--- src/rtl/uart_rx.sv ---
`default_nettype none
// ============================================================================
// Module      : uart_rx
// Description : UART receiver oversampled at `prescale` clocks per bit.
//               Receives LSB-first 8-bit frames with optional even/odd parity,
//               one stop bit and one mandatory idle (guard) bit. Each good
//               byte is presented on parallel_data with a one-cycle
//               data_valid strobe. Bad frames are dropped silently.
// Ports       : clk_based_on_prescale  oversampling clock (rising edge)
//               asy_reset              asynchronous reset, active low
//               RX_IN                  serial line, idle high, pre-synchronised
//               prescale[5:0]          clocks per bit (8, 16 or 32)
//               parity_enable          1 = parity bit follows the data
//               parity_type            0 = even, 1 = odd
//               parallel_data[7:0]     last correctly received byte
//               data_valid             one-cycle new-byte strobe
// Revision    : 1.0 - initial release
// ============================================================================
module uart_rx (
    input  logic       clk_based_on_prescale,
    input  logic       asy_reset,
    input  logic       RX_IN,
    input  logic [5:0] prescale,
    input  logic       parity_enable,
    input  logic       parity_type,
    output logic [7:0] parallel_data,
    output logic       data_valid
);

    typedef enum logic [2:0] {
        S_IDLE   = 3'd0,
        S_START  = 3'd1,
        S_DATA   = 3'd2,
        S_PARITY = 3'd3,
        S_STOP   = 3'd4,
        S_GUARD  = 3'd5
    } state_t;

    state_t     r_state;
    logic [5:0] r_prescale;   // frame configuration latched at start detect
    logic       r_par_en;
    logic       r_par_type;
    logic [5:0] r_cnt;        // in-bit edge count of the edge being processed
    logic [2:0] r_samples;    // the three mid-bit samples of the current bit
    logic [2:0] r_bit_idx;
    logic [7:0] r_shift;
    logic       r_done;       // guard complete; output registers load next edge

    logic [5:0] w_half;
    logic       w_sample_pt;
    logic       w_bit_end;
    logic       w_bit_val;
    logic       w_par_exp;

    assign w_half      = r_prescale >> 1;
    assign w_sample_pt = (r_cnt == (w_half - 6'd1)) ||
                         (r_cnt == w_half) ||
                         (r_cnt == (w_half + 6'd1));
    // With a 6-bit counter a bit never lasts more than 64 edges, which keeps
    // any frame (even with a nonsense prescale) bounded to 12 * 64 cycles.
    assign w_bit_end   = (r_cnt == (r_prescale - 6'd1));
    assign w_bit_val   = (r_samples[0] & r_samples[1]) |
                         (r_samples[0] & r_samples[2]) |
                         (r_samples[1] & r_samples[2]);
    assign w_par_exp   = (^r_shift) ^ r_par_type;

    always_ff @(posedge clk_based_on_prescale or negedge asy_reset) begin
        if (!asy_reset) begin
            r_state       <= S_IDLE;
            r_prescale    <= 6'd0;
            r_par_en      <= 1'b0;
            r_par_type    <= 1'b0;
            r_cnt         <= 6'd0;
            r_samples     <= 3'd0;
            r_bit_idx     <= 3'd0;
            r_shift       <= 8'h00;
            r_done        <= 1'b0;
            parallel_data <= 8'h00;
            data_valid    <= 1'b0;
        end else begin
            // Strobe is registered one edge after guard completion.
            r_done     <= 1'b0;
            data_valid <= r_done;
            if (r_done) begin
                parallel_data <= r_shift;
            end

            case (r_state)
                S_IDLE: begin
                    if (!RX_IN) begin
                        // This edge is count 0 of the start bit.
                        r_state    <= S_START;
                        r_cnt      <= 6'd1;
                        r_bit_idx  <= 3'd0;
                        r_prescale <= prescale;
                        r_par_en   <= parity_enable;
                        r_par_type <= parity_type;
                    end
                end
                default: begin
                    if (w_sample_pt) begin
                        r_samples <= {r_samples[1:0], RX_IN};
                    end
                    if (w_bit_end) begin
                        r_cnt <= 6'd0;
                        case (r_state)
                            S_START: begin
                                r_state <= w_bit_val ? S_IDLE : S_DATA;
                            end
                            S_DATA: begin
                                r_shift   <= {w_bit_val, r_shift[7:1]};
                                r_bit_idx <= r_bit_idx + 3'd1;
                                if (r_bit_idx == 3'd7) begin
                                    r_state <= r_par_en ? S_PARITY : S_STOP;
                                end
                            end
                            S_PARITY: begin
                                r_state <= (w_bit_val == w_par_exp) ? S_STOP : S_IDLE;
                            end
                            S_STOP: begin
                                r_state <= w_bit_val ? S_GUARD : S_IDLE;
                            end
                            S_GUARD: begin
                                r_state <= S_IDLE;
                                r_done  <= 1'b1;
                            end
                            default: begin
                                r_state <= S_IDLE;
                            end
                        endcase
                    end else begin
                        r_cnt <= r_cnt + 6'd1;
                    end
                end
            endcase
        end
    end

endmodule
`default_nettype wire

--- config.mk ---
export PLATFORM = sky130hd
export DESIGN_NAME = uart_rx
export DESIGN_NICKNAME = d
export VERILOG_FILES = /design/src/rtl/uart_rx.sv
export SDC_FILE = /design/constraint.sdc
export NUM_CORES = 1
export LEC_CHECK = 0
export CORE_UTILIZATION = 58
export CTS_BUF_LIST = sky130_fd_sc_hd__clkbuf_4 sky130_fd_sc_hd__clkbuf_8 sky130_fd_sc_hd__clkbuf_16
export CTS_CLUSTER_SIZE = 14
export DETAILED_ROUTE_END_ITERATION = 8
export PLACE_DENSITY = 0.87
export SYNTH_ARGS = -nofsm -noshare
export SYNTH_HDL_FRONTEND = slang
export SYNTH_SLANG_ARGS = --single-unit
export TNS_END_PERCENT = 30
--- constraint.sdc ---
create_clock -name clk_based_on_prescale -period 4.5 [get_ports clk_based_on_prescale]
set_input_delay 0.45 -clock clk_based_on_prescale [delete_from_list [all_inputs] [get_ports clk_based_on_prescale]]
set_output_delay 0.45 -clock clk_based_on_prescale [all_outputs]
set_load 0.01 [all_outputs]
==> impl_results.md <==
* CTS sink cnt at just over 40
* Die Span Y at between 60 and 70 um
* Hold slack at around 0.26 ns
* Share of layout cells above drive strength 1 at 16.7%
* Routability-driven placement congestion ratio at around 0.81
* Max_cap viols at 0
* Die area at about 4400 um2
* Post-DRT Antenna Nets at 0
* Post-synthesis sequential area ratio at 42.4%
* Initial antenna violation count at 0
* Post-DP Area at about 2600 um2
* 1st-iter DRT viols at 143
* Post-DR wirelength/cell at between 10 and 15 um
* DP HPWL at between 2 and 3 mm
* Tcrit/Tclk final at 56.4%
* Total number of vias at between 1500 and 2000
* Crit Path Max Fanout at 12
* Top FF cell, synth: dfrtp_1
* Fin cells at a little under 300
* Post-CTS Hold Fix Bufs at 0
* EDFF count, synth at 0
* Syn nets at 244
* Worst setup margin at roughly 2.0 ns
* Worst-Skew Late Latency at around 0.3 ns
* Vias in the first global route at ~1700
* Pleak at about 1.2 nW
* Critical Path RT at about 4.7 ns
* Arrival time worst endpoint at between 2 and 3 ns
* CTS resizes at 0
* Buffers on Ports at 19
* Setup TNS at 0 ns
* #FFs+latches synth at 41
* Total track usage at a little under a quarter
* CTS tree: yes
* Largest net degree at the start of global routing at 42
* WL final at approximately 4.3 mm
* Area Overhead vs Synth at 10.8%
* Worst setup SP type: flop
* Final core occ at between 60% and 70%
* Post-CTS setup repair buffer count at 0
* Fin nets at between 200 and 300
* Max frequency at between 300 and 400 MHz
* Clk_skew at just under 0.007 ns
* Layout fillers at 310
* Placed insts at about 280
* Top-Level Pins at 20
* Slew headroom at about two fifths
* # DRC at 0
* Kind of critical path: reg -> reg
* Minimum clock period at approximately 2.5 ns
* Die X at about 67 um
* H-tree Lvls at 2
* CTS Buf Count at 5
* Synth cell types at 49
* # rows at 23
* Place WS at a little under 2 ns
* Status: finished clean
* DRT Pass-1 Iters at 5
* Slew Limit Fails at 0
* Fin. Hold Viols at 0
* Total core area at about 4000 um2
* Post-synth ARST share at 100%
* Total power at roughly 1.7 mW
* First-pass GRT wire length at around 7.4 mm
* CTS clock-pin slew for the worst setup and hold paths at approximately 0.09 ns
* Syn Inst Count at 226
* Yosys warns at 0
* Syn Std Cell Area at roughly 2400 um2
* Avg Cell Area, Syn at around 11 um2
* Worst VDD drop at approximately 0.00027 V
* Vias per std cell at just under 6
* Design area at ~2700 um2
* PwrDens at roughly 630 nW/um2
* Max Buffers Root-to-Sink at 2
* Worst Tran Pin Value at ~0.91 ns
* GRT overflow at 0
* Unrepaired setup endpoints after global routing: no
* Worst Hold Class: in -> async
* CP Capture Type: flop
* Starting Density at between 60% and 70%
* Setup violators final at 0
* Root buf cell: clkbuf_8
* N_diodes at 0
worst max-delay path, stage by stage, from the launching register on:
cell	delay, ns
dfrtp_1	0.50
inv_1	0.14
ha_1	0.25
a21boi_1	0.28
and3_1	0.21
o2111ai_2	0.19
nor2_4	0.31
nand3_4	0.18
mux2_1	0.35
cells in the final DEF (no fill, tap or decap), types with 2 or more instances in the layout:
| cell type | Yosys | routed |
|---|---|---|
| nor2b_1 | 3 | 3 |
| ha_1 | 7 | 7 |
| a21oi_1 | 5 | 5 |
| nand2b_1 | 2 | 2 |
| nor2_1 | 10 | 10 |
| and3_1 | 5 | 5 |
| nor3_2 | 2 | 2 |
| mux2_1 | 5 | 5 |
| clkbuf_8 | 0 | 5 |
| nand4_1 | 4 | 4 |
| a21boi_1 | 2 | 2 |
| a31oi_1 | 2 | 2 |
| o21ai_0 | 15 | 15 |
| o31ai_1 | 2 | 2 |
| mux2_2 | 19 | 19 |
| clkdlybuf4s50_1 | 0 | 18 |
| xnor2_1 | 13 | 13 |
| nand3_1 | 6 | 6 |
| inv_1 | 5 | 5 |
| nor4_1 | 2 | 2 |
| xor2_1 | 13 | 13 |
| nor3b_1 | 2 | 2 |
| dfrtp_1 | 41 | 41 |
| or3_1 | 3 | 3 |
| mux2i_1 | 2 | 2 |
| o211ai_1 | 4 | 4 |
| nand2_1 | 18 | 18 |
| nand3b_1 | 2 | 2 |
synthesized netlist by cell type, drive strengths merged, types with 3 or more instances:
cell     n  share of area [%]
nor2    11                2.0
nor2b    3               0.78
o31ai    3                1.1
and3     5                1.3
o211ai   4                1.2
mux2    24                 11
a21oi    5                1.0
clkbuf   4               0.67
ha       7                3.6
o21ai   17                3.7
inv      5               0.78
buf     10                2.6
nand4    4                1.0
xnor2   13                4.7
dfrtp   41                 42
xor2    15                6.5
nand3    7                2.0
nand2   18                2.8
or3      3               0.78
worst paths after layout:
| path | endpoint | cells past startpoint | startpoint | slack, ns |
|---|---|---|---|---|
| min in group clk_based_on_prescale | r_samples[2]$_DFFE_PN0P_ | 1 | r_samples[2]$_DFFE_PN0P_ | 0.51 |
| setup / recovery | r_shift[1]$_DFFE_PN0P_ | 8 | r_prescale[2]$_DFFE_PN0P_ | 1.96 |
| hold / removal | r_samples[2]$_DFFE_PN0P_ | 1 | asy_reset | 0.26 |
| setup reg to reg | r_shift[1]$_DFFE_PN0P_ | 8 | r_prescale[2]$_DFFE_PN0P_ | 1.96 |
| hold reg to reg | r_samples[2]$_DFFE_PN0P_ | 1 | r_samples[2]$_DFFE_PN0P_ | 0.51 |
| max in group asynchronous | r_shift[5]$_DFFE_PN0P_ | 1 | asy_reset | 3.67 |
sequential cells by signal (all words and copies together) (netlist names):
register and count:
r_prescale 6, r_bit_idx 3, r_par_type 1, r_par_en 1, r_state 3, r_samples 3, r_done 1, parallel_data 8
r_shift 8, r_cnt 6, data_valid 1
cells by family after synthesis:
family / Yosys count / share of synthesized area [%]
AOI/OAI and AO/OA: 41 / 11.8
xor gates and xnor gates: 28 / 11.2
adders and majority gates: 8 / 4.03
buffers and inverters: 19 / 4.08
DFF: 41 / 42.4
muxes: 26 / 12.0
and+or+nand+nor: 63 / 14.5
where the power goes:
part | leakage (nW) | internal, mW | switching, mW
Sequential | 0.530 | 0.469 | 0.197
Clock | 0.0447 | 0.112 | 0.139
Combinational | 0.584 | 0.364 | 0.413
metal layers:
metal | GRT usage [%] | share of wire (%)
met1 | 27.5 | 47
met3 | 6.16 | 3.0
met5 | 0 | 0
met2 | 38.8 | 49
met4 | 9.31 | 0.72
final cells by class:
cell class,count,area [um2],area share [%]
clock buffer,5,68.8,2.57
clock inverter,3,25.0,0.933
inverter,5,18.8,0.700
timing repair buffer,19,185,6.91
tap,50,62.6,2.33
multi-input combinational,166,1290,48.3
sequential,41,1030,38.3
(Power assumes the default switching activity.)
